### src/rtl/seq_pattern_gen.sv
// Serial pattern generator: plays rPAT bit n on oSIG during step n, each step lasting DIV clocks, one-shot or looping.
// Build option SEQGEN_DEFAULT_PATTERN_EN: reset preloads the legacy 12-step pattern and starts looping on its own.
module seq_pattern_gen #(
    parameter int DIV = 250000,
    parameter int LEN = 12,
    parameter int SW  = $clog2(LEN)
) (
    input  logic          iCLK,
    input  logic          iRST,
    input  logic          iSTART,
    input  logic          iSTOP,
    input  logic          iLOOP,
    input  logic [SW-1:0] iLAST,
    input  logic          iLOAD,
    input  logic [LEN-1:0] iPAT,
    output logic          oSIG,
    output logic [SW-1:0] oSTEP,
    output logic          oBUSY,
    output logic          oDONE
);

    typedef enum logic {
        S_IDLE = 1'b0,
        S_RUN  = 1'b1
    } state_t;

    localparam int            DW       = (DIV > 2) ? $clog2(DIV) : 1;
    localparam logic [DW-1:0] DIV_MAX  = DW'(DIV - 1);
    localparam logic [DW-1:0] DIV_ONE  = DW'(1);
    localparam logic [SW-1:0] STEP_ONE = SW'(1);
    localparam logic [SW-1:0] LAST_MAX = SW'(LEN - 1);

`ifdef SEQGEN_DEFAULT_PATTERN_EN
    localparam logic [LEN-1:0] PAT_RST   = LEN'(12'h688);
    localparam logic [SW-1:0]  LAST_RST  = (LEN - 1 < 11) ? LAST_MAX : SW'(11);
    localparam logic           LOOP_RST  = 1'b1;
    localparam state_t         STATE_RST = S_RUN;
    localparam logic           SIG_RST   = PAT_RST[0];
`else
    localparam logic [LEN-1:0] PAT_RST   = '0;
    localparam logic [SW-1:0]  LAST_RST  = LAST_MAX;
    localparam logic           LOOP_RST  = 1'b0;
    localparam state_t         STATE_RST = S_IDLE;
    localparam logic           SIG_RST   = 1'b0;
`endif

    state_t         state_q, state_d;
    logic [LEN-1:0] pat_q,   pat_d;
    logic [SW-1:0]  last_q,  last_d;
    logic           loop_q,  loop_d;
    logic [DW-1:0]  div_q,   div_d;
    logic [SW-1:0]  step_q,  step_d;
    logic           sig_q,   sig_d;
    logic           done_q,  done_d;

    logic [SW-1:0]  last_clamp;
    logic [SW-1:0]  step_inc;
    logic           step_tick;
    logic           at_last;

    // Clamp only exists when the index field can encode values beyond the pattern.
    if (LEN < (1 << SW)) begin : g_clamp
        assign last_clamp = (iLAST > LAST_MAX) ? LAST_MAX : iLAST;
    end else begin : g_noclamp
        assign last_clamp = iLAST;
    end

    assign step_inc  = step_q + STEP_ONE;
    assign step_tick = (div_q == DIV_MAX);
    assign at_last   = (step_q == last_q);

    always_comb begin
        state_d = state_q;
        pat_d   = pat_q;
        last_d  = last_q;
        loop_d  = loop_q;
        div_d   = div_q;
        step_d  = step_q;
        sig_d   = sig_q;
        done_d  = 1'b0;

        case (state_q)
            S_IDLE: begin
                div_d  = '0;
                step_d = '0;
                sig_d  = 1'b0;
                if (iSTOP) begin
                    state_d = S_IDLE;
                end else if (iLOAD) begin
                    pat_d = iPAT;
                end else if (iSTART) begin
                    last_d  = last_clamp;
                    loop_d  = iLOOP;
                    sig_d   = pat_q[0];
                    state_d = S_RUN;
                end
            end

            S_RUN: begin
                if (iSTOP) begin
                    // Abort: no completion pulse, even if this edge was a step tick.
                    state_d = S_IDLE;
                    div_d   = '0;
                    step_d  = '0;
                    sig_d   = 1'b0;
                end else if (!step_tick) begin
                    div_d = div_q + DIV_ONE;
                end else begin
                    div_d = '0;
                    if (!at_last) begin
                        step_d = step_inc;
                        sig_d  = pat_q[step_inc];
                    end else if (loop_q) begin
                        step_d = '0;
                        sig_d  = pat_q[0];
                    end else begin
                        state_d = S_IDLE;
                        step_d  = '0;
                        sig_d   = 1'b0;
                        done_d  = 1'b1;
                    end
                end
            end

            default: begin
                state_d = S_IDLE;
                div_d   = '0;
                step_d  = '0;
                sig_d   = 1'b0;
            end
        endcase
    end

    always_ff @(posedge iCLK or posedge iRST) begin
        if (iRST) begin
            state_q <= STATE_RST;
            pat_q   <= PAT_RST;
            last_q  <= LAST_RST;
            loop_q  <= LOOP_RST;
            div_q   <= '0;
            step_q  <= '0;
            sig_q   <= SIG_RST;
            done_q  <= 1'b0;
        end else begin
            state_q <= state_d;
            pat_q   <= pat_d;
            last_q  <= last_d;
            loop_q  <= loop_d;
            div_q   <= div_d;
            step_q  <= step_d;
            sig_q   <= sig_d;
            done_q  <= done_d;
        end
    end

    assign oSIG  = sig_q;
    assign oSTEP = step_q;
    assign oBUSY = (state_q == S_RUN);
    assign oDONE = done_q;

endmodule
### config.mk
export PLATFORM = sky130hd
export DESIGN_NAME = seq_pattern_gen
export DESIGN_NICKNAME = d
export VERILOG_FILES = /design/src/rtl/seq_pattern_gen.sv
export SDC_FILE = /design/constraint.sdc
export NUM_CORES = 1
export LEC_CHECK = 0
export ABC_CLOCK_PERIOD_IN_PS = 2200
export BUFFER_PORTS_ARGS = -buffer_cell sky130_fd_sc_hd__buf_4
export CORE_UTILIZATION = 59
export CTS_BUF_LIST = sky130_fd_sc_hd__clkbuf_8
export CTS_CLUSTER_DIAMETER = 60
export DETAILED_ROUTE_END_ITERATION = 10
export GPL_TIMING_DRIVEN = 0
export PLACE_DENSITY_LB_ADDON = 0.3
export SETUP_SLACK_MARGIN = 0.5
export SYNTH_ARGS = -nofsm -noshare
export SYNTH_HDL_FRONTEND = slang
export SYNTH_SLANG_ARGS = --single-unit
### constraint.sdc
create_clock -name iCLK -period 2.2 [get_ports iCLK]
set_input_delay 0.11 -clock iCLK [delete_from_list [all_inputs] [get_ports iCLK]]
set_output_delay 0.11 -clock iCLK [all_outputs]
set_load 0.005 [all_outputs]
# Yosys cells after proc, flatten, opt, wreduce, memory -nomap -nowiden

Cells that the tools add are included.

Add/subtract/negate cells: 2
$mul: 0
Div/mod/pow operators: 0
$lt $le $gt $ge: 2
Equality and inequality tests: 3
Shifts and indexed selects: 0
Multiplexer cells: 31
Bitwise gates (word level): 3
Reductions and logical operators: 2

Operators with widths:

| cell                    | count |
|---|---|
| $mux W18                | 2 |
| $pmux W18 S2            | 1 |
| $mux W1                 | 20 |
| $add A18 B1 Y18 const B | 1 |
| $eq A18 B18 Y1 const B  | 1 |
| $mux W4                 | 4 |
| $pmux W4 S2             | 1 |
| $lt A4 B5 Y1 const B    | 1 |
| $add A4 B1 Y4 const B   | 1 |
| $bmux W1 S4             | 1 |
| $eq A4 B4 Y1            | 1 |
| $gt A4 B4 Y1 const B    | 1 |
| $pmux W1 S2             | 2 |
| $reduce_and A4 Y1       | 1 |
| $ne A3 B2 Y1 const B    | 1 |
| $not A1 Y1              | 3 |
| $reduce_and A3 Y1       | 1 |

Bits in registers: 42
Latch bits: 0
RAM bits: 0
Bits in read-only memories: 0
Input port bits: 22
Output and inout port bits: 7
Word-level logic and storage cells: 51
Memories: 0

# Depth between registers and ports, before layout

Word-level depth: 7
Gate-level depth with buffers: 7
Mapped depth without buffers: 6

# Worst setup path before layout

OpenSTA, ideal clock, no wires.

Path kind: register to register
Start: register div_q[4]
End: register step_q[1], in the netlist oSTEP[1]
Setup time: 74 ps
Arrival: 1895 ps
Data required time: 2126 ps
Setup slack: 231 ps
Cell stages (with the launch flop): 7
Path buffers: 1
Clock period less this slack: 1969 ps
Path through: dfrtp_1 nor4b_2 nand2_1 or4_4 buf_6 or3b_1 a21oi_2

Word-level cells in the longest chain between the ends: 2

RTL lines:

| element                       | RTL line | source |
|---|---|---|
| start, declared               | 51       | `logic [DW-1:0] div_q, div_d;` |
| start signal, assigned        | 149      | `div_q <= div_d;` |
| $eq A18 B18 Y1                | 69       | `assign step_tick = (div_q == DIV_MAX);` |
| $ne A3 B2 Y1 (no source line) | n/a      |  |
| end signal, assigned          | 150      | `step_q <= step_d;` |
| end, declared                 | 52       | `logic [SW-1:0] step_q, step_d;` |

Every way passes these cells.
A chain may end at the register's enable or synchronous reset.

# Worst setup path after layout

Ends and elaborated chain as after synthesis.

==> impl_metrics.toml <==
[critical_path]
crit_required_ns = 2.42
crit_type = "flop to flop"
critPathArrivalTime_ns = 2.30
worst_setup_path_start_kind = "flop"
critPathMaxFanout = 6
critPathCaptureType = "flop"

[place]
dp_worst_setup_slack_ns = 0.0240
gp_congestion = 0.795
portBuffers = 28
dp_cells = 262
place_hpwl_mm = 2.94

[min_path]
min_path_type = "input pin to asynchronous set/reset pin"

[routing]
wl_per_cell_um = 15.6
viasPerCell = 5.76
via_count = 1625
drc_errors = 0
wl_mm = 4.41
ant_nets = 0
drt-pass1-iter-count = 4
drtIter0Drc = 112

[power_and_ir_drop]
p_per_area_nw_per_um2 = 590
ir_drop_mv = 0.511
p_leak_nw = 1.10

[yosys]
synth_compound_area_share_pct = 5.06
ys_warn_count = 0
ys_seq_elements = 42
synth_nets = 212
synthArstFlopShare_pct = 100
synth_ff_type = "dfrtp_1"
synth_edf_count = 0
avgSynthCellArea_um2 = 11.1
synth_simple_gate_area_share_pct = 19.0
synth_area_um2 = 2080
synth_top_area_share_pct = 47.0
synth.area.mux_share_pct = 11.9
synth.distinct_cells = 37
synth_fa_ha_area_share_pct = 1.20
seq_area_frac_synth_pct = 50.8
ys_top_cells_by_area = "dfrtp_1 47%, mux2_2 8.1%, xnor2_1 5.9%, nor2_1 5.2%, dfstp_2 3.8%"
synthXorXnorAreaFrac_pct = 9.69
synth_top_family_by_area = "simple AND/OR/NAND/NOR gates"
synth_cells = 188
synth_top_cell_by_area = "dfrtp_1"

[clocking]
insertion_delay_ns = 0.29
cts_root_buffer = "clkbuf_8"
h-tree-depth = 2
numCtsBuffers = 5
postCtsHoldBufs = 0
cts_sinks = 42
clkTransAtPathRegs_ns = 0.07
cts_tree = "done"
clockBufferDepth = 2

[sta]
relSlewSlack_pct = 44.0
worst_slack_ns = 0.122
setup_viol = 0
tightest_slew_ns = 0.839
finalSetupTns_ns = 0
fin_crit_sh_pct = 94.5
rsz0062_at_grt = "true"
drv_slew = 0
skew_ns = 0.00508
clock.fmax_mhz = 481
finalCriticalPeriod_ns = 2.08
hold_violations = 4
hold_slack_ns = -0.00322

[grt]
antenna_found_initial = 0
grt_pass1_vias = 1523
overflow = 0
grt_pass1_wl_mm = 6.83
grt_max_degree = 43
groute.usage.overall_pct = 25.4

[cells_and_area]
final_common_cell = "buf_4"
fillCellCount = 224
fin_nets = 260
diodes = 0
syn2layout_area_growth_pct = 26.0
drive_gt1_share_pct = 37.7
layout_common_cells = "39 x buf_4, 37 x dfrtp_1, 29 x nor2_1"
final_cells = 282

[floorplan]
initial_core_util_pct = 61.8
die_area_um2 = 3760
dieWidth_um = 61.4
io_pins = 29
core_um2 = 3360
rows = 21
die_h_um = 61.4

[run]
maxCapViolations = 0

[outcome]
status = "complete, but fails checks"
violations = "negative hold slack"
==> critical path, cell delays in order (launching register included) <==
cell and delay, ns:
dfrtp_2 0.43, nor4b_2 0.29, nand2_1 0.14, or4_4 0.50
buf_6 0.15, or3b_4 0.37, a21oi_2 0.14
==> routing by layer <==
| metal | share of wire, % | routed length, um | up-vias | global-route usage (%) |
|---|---|---|---|---|
| li1 | - | - | 747 | - |
| met1 | 41 | 1790 | 812 | 31.7 |
| met2 | 51 | 2270 | 58 | 43.8 |
| met3 | 6.3 | 276 | 8 | 5.67 |
| met4 | 1.7 | 77 | 0 | 9.21 |
| met5 | 0 | 0 | - | 0 |
==> cell type report <==
| cell class | instances | area [um^2] | area share, % |
|---|---|---|---|
| clock buffer | 5 | 68.8 | 2.63 |
| multi-input combinational | 135 | 1040 | 39.6 |
| sequential | 42 | 1060 | 40.4 |
| clock inverter | 2 | 7.51 | 0.287 |
| timing repair buffer | 41 | 324 | 12.4 |
| tap | 46 | 57.6 | 2.20 |
| buffer | 6 | 48.8 | 1.86 |
| inverter | 5 | 18.8 | 0.717 |
==> registers in the layout, indices dropped and copies added, names as in the netlist <==
signal and count:
oSTEP 4, last_q 4, pat_q 12, oBUSY 1, loop_q 1, div_q 18, oDONE 1, oSIG 1
==> worst paths after layout <==
path / startpoint / end / slack (ns) / cells after the start
setup reg to reg: div_q[4] / oSTEP[1] / 0.12 / 6
setup / recovery: div_q[4] / oSTEP[1] / 0.12 / 6
max in group asynchronous: iRST / div_q[4] / 1.63 / 2
hold / removal: iRST / div_q[16] / -0.003 / 2
hold reg to reg: pat_q[2] / pat_q[2] / 0.51 / 1
min in group iCLK: iPAT[2] / pat_q[2] / 0.05 / 2
==> timing repair <==
item                                    CTS  global route
buffers inserted                          9             3
hold endpoints to repair                  0             0
gates resized for setup                  13            10
endpoints found under the setup margin   34            36
gates cloned                              1             0
pin swaps                                 9             5
==> report_power, final <==
part / internal, mW / switching [mW] / leakage (nW) / total (mW)
Combinational: 0.118 / 0.0880 / 0.507 / 0.206
Sequential: 0.847 / 0.0420 / 0.542 / 0.889
Clock: 0.209 / 0.242 / 0.0466 / 0.451
==> kinds of logic after synthesis <==
group / Yosys count
xor+xnor: 23
fa+ha+maj: 2
flops: 42
buf+inv: 11
mux: 19
compound gates: 16
simple gates: 75
==> cell usage after synthesis (all sizes together), types with 3 or more instances <==
cell type,number
and3,3
mux4,3
nor2,29
nand2,9
clkbuf,3
buf,3
dfstp,3
xor2,9
o21ai,3
nor2b,3
a21oi,7
xnor2,14
nor3,4
dfrtp,39
mux2,15
nand3,7
nor4,4
nand3b,3
nand4,3
inv,5
==> stage by stage <==
| stage | utilization (%) | total power, mW | cell area (um^2) |
|---|---|---|---|
| after floorplan | - | 1.02 | 2100 |
| after global placement | 70.4 | 1.07 | 2370 |
| after detailed placement | 70.4 | 1.09 | 2370 |
| after CTS | 76.6 | 1.55 | 2580 |
| after global routing | 77.9 | 1.60 | 2620 |
| final | 77.9 | 1.55 | 2620 |
Note: power is estimated with default switching activity, not from simulation.
